`config.mk`:
```
export PLATFORM = sky130hd
export DESIGN_NAME = alu_rr_sequencer
export DESIGN_NICKNAME = d
export VERILOG_FILES = /design/src/rtl/alu_ctrl_pkg.sv /design/src/rtl/rr_arb2.sv /design/src/rtl/alu_rr_sequencer.sv
export SDC_FILE = /design/constraint.sdc
export NUM_CORES = 1
export LEC_CHECK = 0
export ABC_CLOCK_PERIOD_IN_PS = 2500
export CAP_MARGIN = 20
export CORE_UTILIZATION = 42
export CTS_CLUSTER_SIZE = 20
export DETAILED_ROUTE_END_ITERATION = 16
export PLACE_DENSITY = 0.79
export SETUP_SLACK_MARGIN = 0.15
export SLEW_MARGIN = 25
export SYNTH_ARGS = -nofsm -noshare
export SYNTH_HDL_FRONTEND = slang
export SYNTH_HIERARCHICAL = 1
export SYNTH_SLANG_ARGS = --single-unit
export TNS_END_PERCENT = 100
```
`constraint.sdc`:
```
create_clock -name i_clk -period 2.5 [get_ports i_clk]
set_input_delay 0.5 -clock i_clk [delete_from_list [all_inputs] [get_ports i_clk]]
set_output_delay 0.5 -clock i_clk [all_outputs]
set_load 0.01 [all_outputs]
```
`src/rtl/alu_ctrl_pkg.sv`:
```
// rtl/alu_ctrl_pkg.sv - shared opcodes, FSM states and flag bit positions for the ALU sequencer
package alu_ctrl_pkg;

    localparam logic [3:0] OP_ADD = 4'd0;
    localparam logic [3:0] OP_SUB = 4'd1;
    localparam logic [3:0] OP_AND = 4'd2;
    localparam logic [3:0] OP_OR  = 4'd3;
    localparam logic [3:0] OP_XOR = 4'd4;
    localparam logic [3:0] OP_NOT = 4'd5;
    localparam logic [3:0] OP_SHL = 4'd6;
    localparam logic [3:0] OP_SHR = 4'd7;

    typedef enum logic [1:0] {
        ST_IDLE = 2'd0,
        ST_EXEC = 2'd1,
        ST_RESP = 2'd2
    } state_t;

    localparam int FLG_C = 3;
    localparam int FLG_V = 2;
    localparam int FLG_N = 1;
    localparam int FLG_Z = 0;

endpackage

```
`src/rtl/rr_arb2.sv`:
```
// rtl/rr_arb2.sv - combinational 2-way round-robin arbiter; i_ptr is the last granted requester
module rr_arb2 (
    input  logic [1:0] i_req,
    input  logic       i_ptr,
    output logic [1:0] o_gnt
);

    always_comb begin
        o_gnt = 2'b00;
        case (i_req)
            2'b01:   o_gnt = 2'b01;
            2'b10:   o_gnt = 2'b10;
            2'b11:   o_gnt = i_ptr ? 2'b01 : 2'b10;
            default: o_gnt = 2'b00;
        endcase
    end

endmodule

```
`src/rtl/alu_rr_sequencer.sv`:
```
// rtl/alu_rr_sequencer.sv - shares one external ALU between two requesters with round-robin grant
module alu_rr_sequencer
    import alu_ctrl_pkg::*;
#(
    parameter int DATA_W  = 8,
    parameter int OP_W    = 4,
    parameter int NUM_OPS = 8,
    parameter int CNT_W   = 16
) (
    input  logic                i_clk,
    input  logic                i_rst,
    input  logic [1:0]          i_req_valid,
    output logic [1:0]          o_req_ready,
    input  logic [2*OP_W-1:0]   i_req_op,
    input  logic [2*DATA_W-1:0] i_req_a,
    input  logic [2*DATA_W-1:0] i_req_b,
    output logic [DATA_W-1:0]   o_alu_a,
    output logic [DATA_W-1:0]   o_alu_b,
    output logic [OP_W-1:0]     o_alu_sel,
    input  logic [DATA_W-1:0]   i_alu_s,
    input  logic [3:0]          i_alu_flags,
    output logic                o_rsp_valid,
    input  logic                i_rsp_ready,
    output logic                o_rsp_id,
    output logic [DATA_W-1:0]   o_rsp_s,
    output logic [3:0]          o_rsp_flags,
    output logic                o_rsp_err,
    output logic [CNT_W-1:0]    o_op_count
);

    state_t              r_state;
    logic                r_ptr;
    logic                r_id;
    logic                r_err;
    logic [DATA_W-1:0]   r_alu_a;
    logic [DATA_W-1:0]   r_alu_b;
    logic [OP_W-1:0]     r_alu_sel;
    logic                r_rsp_valid;
    logic                r_rsp_id;
    logic [DATA_W-1:0]   r_rsp_s;
    logic [3:0]          r_rsp_flags;
    logic                r_rsp_err;
    logic [CNT_W-1:0]    r_op_count;

    logic [1:0]          w_gnt;
    logic                w_fire;
    logic                w_sel;
    logic [OP_W-1:0]     w_op;
    logic [DATA_W-1:0]   w_a;
    logic [DATA_W-1:0]   w_b;
    logic                w_illegal;

    rr_arb2 u_arb (
        .i_req (i_req_valid),
        .i_ptr (r_ptr),
        .o_gnt (w_gnt)
    );

    // Ready is gated by reset so a held valid cannot appear accepted while aborting.
    assign o_req_ready = (r_state == ST_IDLE && !i_rst) ? w_gnt : 2'b00;
    assign w_fire      = |(i_req_valid & o_req_ready);
    assign w_sel       = w_gnt[1];
    assign w_op        = w_sel ? i_req_op[2*OP_W-1:OP_W]     : i_req_op[OP_W-1:0];
    assign w_a         = w_sel ? i_req_a[2*DATA_W-1:DATA_W]  : i_req_a[DATA_W-1:0];
    assign w_b         = w_sel ? i_req_b[2*DATA_W-1:DATA_W]  : i_req_b[DATA_W-1:0];
    assign w_illegal   = int'(w_op) >= NUM_OPS;

    always_ff @(posedge i_clk or posedge i_rst) begin
        if (i_rst) begin
            r_state     <= ST_IDLE;
            r_ptr       <= 1'b1;
            r_id        <= 1'b0;
            r_err       <= 1'b0;
            r_alu_a     <= '0;
            r_alu_b     <= '0;
            r_alu_sel   <= '0;
            r_rsp_valid <= 1'b0;
            r_rsp_id    <= 1'b0;
            r_rsp_s     <= '0;
            r_rsp_flags <= '0;
            r_rsp_err   <= 1'b0;
            r_op_count  <= '0;
        end else begin
            case (r_state)
                ST_IDLE: begin
                    if (w_fire) begin
                        r_alu_a   <= w_a;
                        r_alu_b   <= w_b;
                        r_alu_sel <= w_illegal ? OP_W'(OP_ADD) : w_op;
                        r_err     <= w_illegal;
                        r_id      <= w_sel;
                        r_ptr     <= w_sel;
                        r_state   <= ST_EXEC;
                    end
                end
                ST_EXEC: begin
                    r_rsp_id    <= r_id;
                    r_rsp_err   <= r_err;
                    r_rsp_s     <= r_err ? '0 : i_alu_s;
                    r_rsp_flags <= r_err ? 4'b0000 : i_alu_flags;
                    r_rsp_valid <= 1'b1;
                    r_state     <= ST_RESP;
                end
                ST_RESP: begin
                    if (i_rsp_ready) begin
                        r_rsp_valid <= 1'b0;
                        r_op_count  <= r_op_count + CNT_W'(1);
                        r_state     <= ST_IDLE;
                    end
                end
                default: r_state <= ST_IDLE;
            endcase
        end
    end

    assign o_alu_a     = r_alu_a;
    assign o_alu_b     = r_alu_b;
    assign o_alu_sel   = r_alu_sel;
    assign o_rsp_valid = r_rsp_valid;
    assign o_rsp_id    = r_rsp_id;
    assign o_rsp_s     = r_rsp_s;
    assign o_rsp_flags = r_rsp_flags;
    assign o_rsp_err   = r_rsp_err;
    assign o_op_count  = r_op_count;

endmodule

```
# Word level (Yosys, flattened, before mapping)
# Index checks and enable logic that the tools add are counted.
# classes
muxes,14
n_bitwise,1
n_addsub,1
magnitude_cmp,1
n_eq_ne,7
n_reduce_logical,9
# op_table
cell,n
8-bit 2-to-1 mux,3
"16-bit by 1-bit adder with 16-bit output, second input constant",1
4-bit 2-to-1 mux,3
2-bit one-hot mux with 3 select lines,2
2-bit 2-to-1 mux,4
2-bit AND reduction,4
"2-bit equality test, second input constant",3
"2-bit by 1-bit equality test with 1-bit output, second input constant",2
"4-bit greater-or-equal comparator, second input constant",1
"2-bit != test, second input constant",2
2-bit bitwise AND,1
2-bit logical NOT,1
1-bit one-hot mux with 2 select lines,1
2-bit nonzero test,1
2-bit OR reduction,1
1-bit logical AND,1
1-bit logical NOT,1
1-bit 2-to-1 mux,1
# word_totals
output_inout_bits,53
register_bits,56
in_bits,57
elab_cells,46

# Longest topological paths before layout
# Gate-level depths: netlist (run 1).
# logic_depth
word_depth,7
ltp_mapped,8
ltp_nobuf,6

# Modules after synthesis
# The synthesis (run 1) kept the hierarchy.
# by_module_without_submodules
module,seq_area_each_um2,cells_each,n_inst,area_per_inst_um2
alu_rr_sequencer,1402.6,234,1,2555.0
rr_arb2,0.0,3,1,18.8

# Worst setup path before layout (run 1)
# OpenSTA, ideal clock, no wires.
# synth_timing
path_kind,input -> output
start,in i_req_valid[1]
end,out o_req_ready[1]
path_stages,4
arrival_time_ps,1250
required_time_ps,2000
n_path_buf,2
slack_ps,750
cell_sequence,a21boi_0 > buf_2 > buf_2 > and2_1
# synth_between
elab_chain_len,3
word_cells_on_any_way,5
cone_classes,eq/ne: 3; mux: 2
# synth_rtl
item,line,text
"start, declared",alu_rr_sequencer.sv:12,"input logic [1:0] i_req_valid,"
2-bit equality test / 2-bit by 1-bit equality test with 1-bit output (equally long branches),rr_arb2.sv:10,case (i_req)
2-bit one-hot mux with 3 select lines (*),rr_arb2.sv:10,
2-bit 2-to-1 mux (*),alu_rr_sequencer.sv:60,assign o_req_ready = (r_state == ST_IDLE && !i_rst) ? w_gnt : 2'b00;
"end, declared",alu_rr_sequencer.sv:13,"output logic [1:0] o_req_ready,"
# Every way passes the cells marked *; elsewhere a longest branch is shown, timed or not.

# Worst setup path after layout (run 1)
# layout_timing
start,in i_rst
end,out o_req_ready[1]
# layout_between
elab_chain_len,3
# layout_rtl
item,line,text
"start, declared",alu_rr_sequencer.sv:11,"input logic i_rst,"
1-bit logical NOT (no source line),n/a,
1-bit logical AND,alu_rr_sequencer.sv:60,
2-bit 2-to-1 mux,alu_rr_sequencer.sv:60,
# No other way between the ends.

==> metrics, run 1 <==
ys async rst share=100%; Rows=28; final setup violation count=0; Ys Warns=6; IO Pins=between 100 and 150; status=finished clean; Longest Clk Path Bufs=2; # nets final=just over 400; count leader, synth=dfrtp_1; synth top area cells=dfrtp_1, mux2i_1, xnor2_1, nor2_1, a21oi_2; Post-Syn Area=roughly 2600 um^2; minimum clock period=roughly 2.2 ns; post-synthesis sequential area ratio=between 50% and 60%; DIE WIDTH=about 80 um; Storage cell area=roughly 1400 um^2; share of the synthesized area in the top cell type=roughly 53%; total negative slack=0 ns; ant diodes=0; DR iter-0 viols=46; Synth Register Bits=56; Overflow after GRT=0; Leak=roughly 1.7 nW; max-cap check violation count=0; final-layout fill cell count=a little over 500; largest net degree at the start of global routing=46; Slew @ Worst Pin=roughly 0.44 ns; hold buffers post-CTS=0; Clock Sinks=between 50 and 60; vias in the first global route=2057; Net Count, Synth=295; Multi-input gate area=1080 um^2; DRT antenna net count=0; routed vias/inst=approximately 4.9; fin cells=422; via count=roughly 2100; placed cell count=a little over 400; Syn Inst Count=between 200 and 250; leading area contributor after synthesis=dfrtp_1; PD cells=~900 nW/um^2; Routed Wire Length=approximately 5400 um; cts bufs inserted=5; critical path class=primary input to output pin; Max Freq=approximately 440 MHz; htree depth=2; Layout area overhead=50.2%; top post-synthesis cells by count=dfrtp_1, nor2_1, nand2_1, mux2i_1; Placer Congestion=about 0.76; CP Launch Type=primary input; EDFF count, synth=0; first-pass GRT wire length=just over 9000 um; r2r worst-path depth=7; critical path capture point type=output pin; Clk pin slew, worst setup/hold paths=roughly 0.090 ns; Worst Path Required=around 2.0 ns; initial core utilization=roughly 43%; Remaining DRCs=0; ys flop type=dfrtp_1; Avg Synthesized Cell Area=between 10 and 15 um^2; share of cells above drive strength 1=9.80%; Die Span Y=roughly 80 um; RSZ-0062 raised after global routing=false; Clock Tree Root=clkbuf_8; count of different cell masters after synthesis=36; slew margin rel.=between 70% and 80%; Slew Viols, Final=0; GR Util All Layers=between 10% and 20%; DIE AREA=around 6400 um^2; Worst Path Arrival=around 1.8 ns; drt wl/cell=approximately 13 um; worst hold stages=1; area of the core=roughly 5900 um^2; PortBufs=between 100 and 150; DRT Pass-1 Iters=4; HPWL after DPL=4040 um; largest fanout on the critical path=3; flop2flop setup slack=about 0.78 ns; Max Clock Skew=around 0.0094 ns; Hold Fails Final Rpt=0; initial antenna violation count=0; Max VDD drop=~0.00045 V; TritonCTS clock tree=built; worst skew pair latency=approximately 0.3 ns; Hold WC Path Type=flop to flop; period utilization=90.0%
==> layout by cell type, fill, tap and decap left out, drive strengths merged <==
cell             n
dlymetal6s2s     1
nand4b           1
ha               1
buf              5
dfrtp           55
xor2             4
o32a             3
a21oi           21
xnor2           11
a21boi           2
nor3             2
nor2b            2
nand3            2
mux2             2
inv             10
a22oi            1
nand3b           1
nand2b          13
and3             1
and2             2
nor2            25
nand2           23
dlygate4sd2      2
clkdlybuf4s50  106
mux2i           17
clkbuf           8
dfstp            1
nor4             2
or2b             1
nand4            4
o21ai           17
and4             1
==> worst max-delay path: stages <==
cell,delay (ns)
clkdlybuf4s50_1,0.47
nor3_2,0.24
buf_4,0.14
and2_1,0.11
dlygate4sd2_1,0.29
==> cell type report <==
cell class / count / area share, %
well taps: 75 / 2.43
clock buffers: 8 / 2.59
repair buffers: 114 / 29.8
inverters: 10 / 0.971
flip-flops and latches: 56 / 36.3
multi-input cells: 159 / 27.9
==> path summary, 6_finish.rpt <==
kind / endpoint / from
setup / recovery: o_req_ready[1] / i_rst
hold / removal: o_op_count[15]$_DFFE_PP0P_ / o_op_count[15]$_DFFE_PP0P_
setup reg to reg: o_alu_sel[0]$_DFFE_PP0P_ / r_ptr$_DFFE_PP1P_
hold reg to reg: o_op_count[15]$_DFFE_PP0P_ / o_op_count[15]$_DFFE_PP0P_
max in group asynchronous: r_ptr$_DFFE_PP1P_ / i_rst
min in group asynchronous: o_op_count[14]$_DFFE_PP0P_ / i_rst
==> power by group <==
part | switching (mW) | internal [mW]
clock network | 0.271 | 0.253
logic | 0.606 | 0.879
registers | 0.238 | 1.24
total | 1.12 | 2.38
==> state kept, by name (all words and copies together) (netlist names), 2 cells and up <==
register	count
o_rsp_flags	4
r_state	2
o_alu_b	8
o_op_count	16
o_alu_sel	4
o_rsp_s	8
o_alu_a	8
==> routing by layer <==
metal	up-vias	share of wire [%]	routed length [um]	global-route usage, %
li1	1010	-	-	-
met1	983	42	2270	20.6
met2	60	51	2790	33.4
met3	4	6.1	329	4.66
met4	0	0.88	48	5.89
met5	-	0	0	0
==> per-stage QoR <==
step | setup slack (ns) | utilization (%) | instance area, um^2 | hold slack, ns | total power, mW
after floorplan | 0.630 | - | 2570 | 0.465 | 2.15
after global placement | 0.0847 | 63.5 | 3760 | 0.463 | 2.96
after detailed placement | 0.0731 | 63.5 | 3760 | 0.471 | 3.01
after CTS | 0.153 | 65.1 | 3850 | 0.485 | 3.54
after global routing | 0.202 | 65.3 | 3860 | 0.518 | 3.74
final | 0.251 | 65.3 | 3860 | 0.475 | 3.49
==> logic make-up after synthesis <==
group / synth area share, %
DFF: 54.5
adders and majority gates: 0.486
xor gates and xnor gates: 5.10
buffers and inverters: 4.38
AOI/OAI and AO/OA: 10.9
muxes: 7.49
and+or+nand+nor: 17.2
==> what timing repair did <==
item,CTS,global route
setup buffers,0,1
setup endpoints to repair,2,1
resized for setup,2,1
pin swaps,0,1
No activity file was read; power rests on OpenSTA's default activity.
==> run 2: changes to the inputs <==
Settings changed: ABC_AREA from default to 0.
==> results of run 2 <==
No change in the layout: final DEF, timing and power equal those of run 1.
==> run 3: changes to the inputs <==
Settings changed: CAP_MARGIN 20 to default, PLACE_DENSITY 0.79 to 0.8, SYNTH_HIERARCHICAL 1 to default.
==> run 3 against run 2 <==
Clock skew shrank 0.0033 ns; area after synthesis shrank 3.6%; worst setup slack gained 0.10 ns; clock power grew 49%; synthesized cell count shrank 4.2%; wire length shrank 3.4%; sequential share of layout area grew 0.19 points; count of clock-buffer cells in the layout shrank 3; critical endpoint unchanged; largest power group is now registers; highest routed layer unchanged.
==> metrics, run 3 <==
status=finished clean; cells along the critical path=clkdlybuf4s50_1 > a21boi_2 > and2_4 > dlygate4sd2_1; cts bufs inserted=5; slew margin rel.=a little over three fifths; Net Count, Synth=~290; EDFF count, synth=0; CP Launch Type=primary input; critical path class=primary input to output pin; critical path capture point type=output pin; Leak=about 1.7 nW; ant diodes=0; routed vias/inst=4.84; HPWL after DPL=roughly 4000 um; Clock Sinks=56; Hold Fails Final Rpt=0; largest fanout on the critical path=4; Rows=27; Remaining DRCs=0; minimum clock period=2.15 ns; count leader, synth=dfrtp_1; Longest Clk Path Bufs=2; top post-synthesis cells by count=dfrtp_1, a21oi_1, nor2_1, nand2_1, mux2i_1; worst skew pair latency=around 0.30 ns; post-synthesis sequential area ratio=a little under three fifths; Synth Area in XOR/XNOR=between 5 and 6%; PD cells=roughly 940 nW/um^2; # nets final=around 400; simple-gate portion of the synthesized area=around 17%; share of cells above drive strength 1=between 8 and 9%; Post-Syn Area=approximately 2500 um^2; ys flop type=dfrtp_1; Slew @ Worst Pin=approximately 0.56 ns; DR iter-0 viols=82; TritonCTS clock tree=built; mux cell area share after synthesis=between 8 and 9%; share of the synthesized area in the top cell type=55.5%; area of the core=around 5600 um^2; period utilization=85.9%; vias in the first global route=1972; ys async rst share=100%; DIE AREA=about 6200 um^2; Synth Register Bits=56; largest family of logic cells by synthesized area=simple AND/OR/NAND/NOR gates; Layout area overhead=55.1%; RSZ-0062 raised after global routing=false; Slew Viols, Final=0; Max Clock Skew=between 0.006 and 0.007 ns; Clock Tree Root=clkbuf_8; leading area contributor after synthesis=dfrtp_1; first-pass GRT wire length=approximately 9000 um; initial core utilization=44.2%; Crit-path slowest cell=clkdlybuf4s50_1; total negative slack=0 ns; via count=~2000; initial antenna violation count=0; Overflow after GRT=0; Die Span Y=78.9 um; Max Freq=roughly 470 MHz; Hold WC Path Type=primary input to asynchronous set/reset pin; IO Pins=between 100 and 150; Ys Warns=0; fin cells=414; Compound-Gate Fraction of Synth Area=under 10%; largest net degree at the start of global routing=30; Clk pin slew, worst setup/hold paths=0.10 ns; max reg flops=16; most frequent cells in the layout=clkdlybuf4s50_1, dfrtp_1, nor2_1, a21oi_1, nand2_1; final setup violation count=0; placed cell count=just over 400; max-cap check violation count=0; Largest stage delay, worst path=0.52 ns; Routed Wire Length=5250 um; most common cell after layout, fill and taps aside=clkdlybuf4s50_1; adder-cell share of the synthesized area=less than 1%; Placer Congestion=0.739; drt wl/cell=approximately 13 um; GR Util All Layers=a little under a fifth; htree depth=2; DRT Pass-1 Iters=3; DRT antenna net count=0; synth top area cells=dfrtp_1, mux2i_1, a21oi_1, xnor2_1, nor2_1; Worst Path Arrival=about 1.7 ns; PortBufs=about 110; Avg Synthesized Cell Area=roughly 11 um^2; Max VDD drop=approximately 0.00044 V; Syn Inst Count=227; count of different cell masters after synthesis=34; DIE WIDTH=~79 um; Worst Path Required=2.00 ns
## run 3: changes by cell type after synthesis, moves of 3 or more
cell | before | now
a21oi_1 | 11 | 23
a21oi_2 | 10 | 0
inv_1 | 10 | 4
a31oi_1 | 0 | 4
o21ai_1 | 4 | 0
nand2_1 | 23 | 20
nor3b_1 | 0 | 3
o32a_1 | 3 | 0
## run 3: logic make-up after synthesis
logic type | Yosys count
simple gates | 77
fa+ha+maj | 1
buf+inv | 14
compound gates | 44
mux | 20
xor+xnor | 15
flops | 56
## run 3: path summary, 6_finish.rpt
check	startpoint	end	slack, ns	cells after the start
min in group i_clk	o_op_count[15]$_DFFE_PP0P_	o_op_count[15]$_DFFE_PP0P_	0.47	1
worst min-delay path	i_rst	o_op_count[0]$_DFFE_PP0P_	0.39	2
worst max-delay path	i_req_valid[1]	o_req_ready[1]	0.35	4
worst max register to register	o_op_count[0]$_DFFE_PP0P_	o_op_count[10]$_DFFE_PP0P_	0.96	5
max in group asynchronous	i_rst	r_ptr$_DFFE_PP1P_	1.54	3
worst min register to register	o_op_count[15]$_DFFE_PP0P_	o_op_count[15]$_DFFE_PP0P_	0.47	1
## run 3: routing by layer
metal  up-vias  wire, um  GRT usage (%)
met5         -         0              0
met4         0        48           4.36
met3         6       449           6.44
met2        69      2380           29.2
met1       931      2380           23.6
li1        998         -              -
## run 3: area by class of cell
class | count | area [um^2]
fillers | 443 | 1760
flip-flops and latches | 56 | 1400
repair buffers | 117 | 1160
multi-input cells | 157 | 1020
clock inverters | 3 | 90.1
well taps | 72 | 90.1
clock buffers | 5 | 68.8
inverters | 4 | 15.0
## run 3: where the power goes
group | leakage, nW | internal, mW | switching [mW]
clock | 0.0784 | 0.500 | 0.281
combinational | 0.900 | 0.813 | 0.558
sequential | 0.692 | 1.22 | 0.227
total | 1.67 | 2.53 | 1.07
## run 3: timing repair
| item | in CTS | in global routing |
|---|---|---|
| pin swaps | 1 | 1 |
| hold buffers | 0 | 0 |
| endpoints found under the setup margin | 2 | 1 |
| gates cloned | 0 | 0 |
| resized for setup | 4 | 2 |
| setup buffers | 0 | 1 |
## run 3: worst max-delay path, delay by kind of cell
family,cells,cell delay (ns)
and+or+nand+nor,1,0.16
buffers and inverters,2,0.78
AOI/OAI and AO/OA,1,0.21
## run 3: through the flow
stage / area, um^2 / total power [mW] / hold slack (ns) / util [%] / setup WS [ns]
after floorplan: 2480 / 2.05 / 0.446 / - / 0.630
after global placement: 3670 / 2.80 / 0.461 / 65.5 / -0.0554
after detailed placement: 3670 / 2.84 / 0.468 / 65.5 / -0.0671
after CTS: 3840 / 3.65 / 0.381 / 68.4 / 0.0769
after global routing: 3850 / 3.84 / 0.429 / 68.6 / 0.300
final: 3850 / 3.60 / 0.391 / 68.6 / 0.352
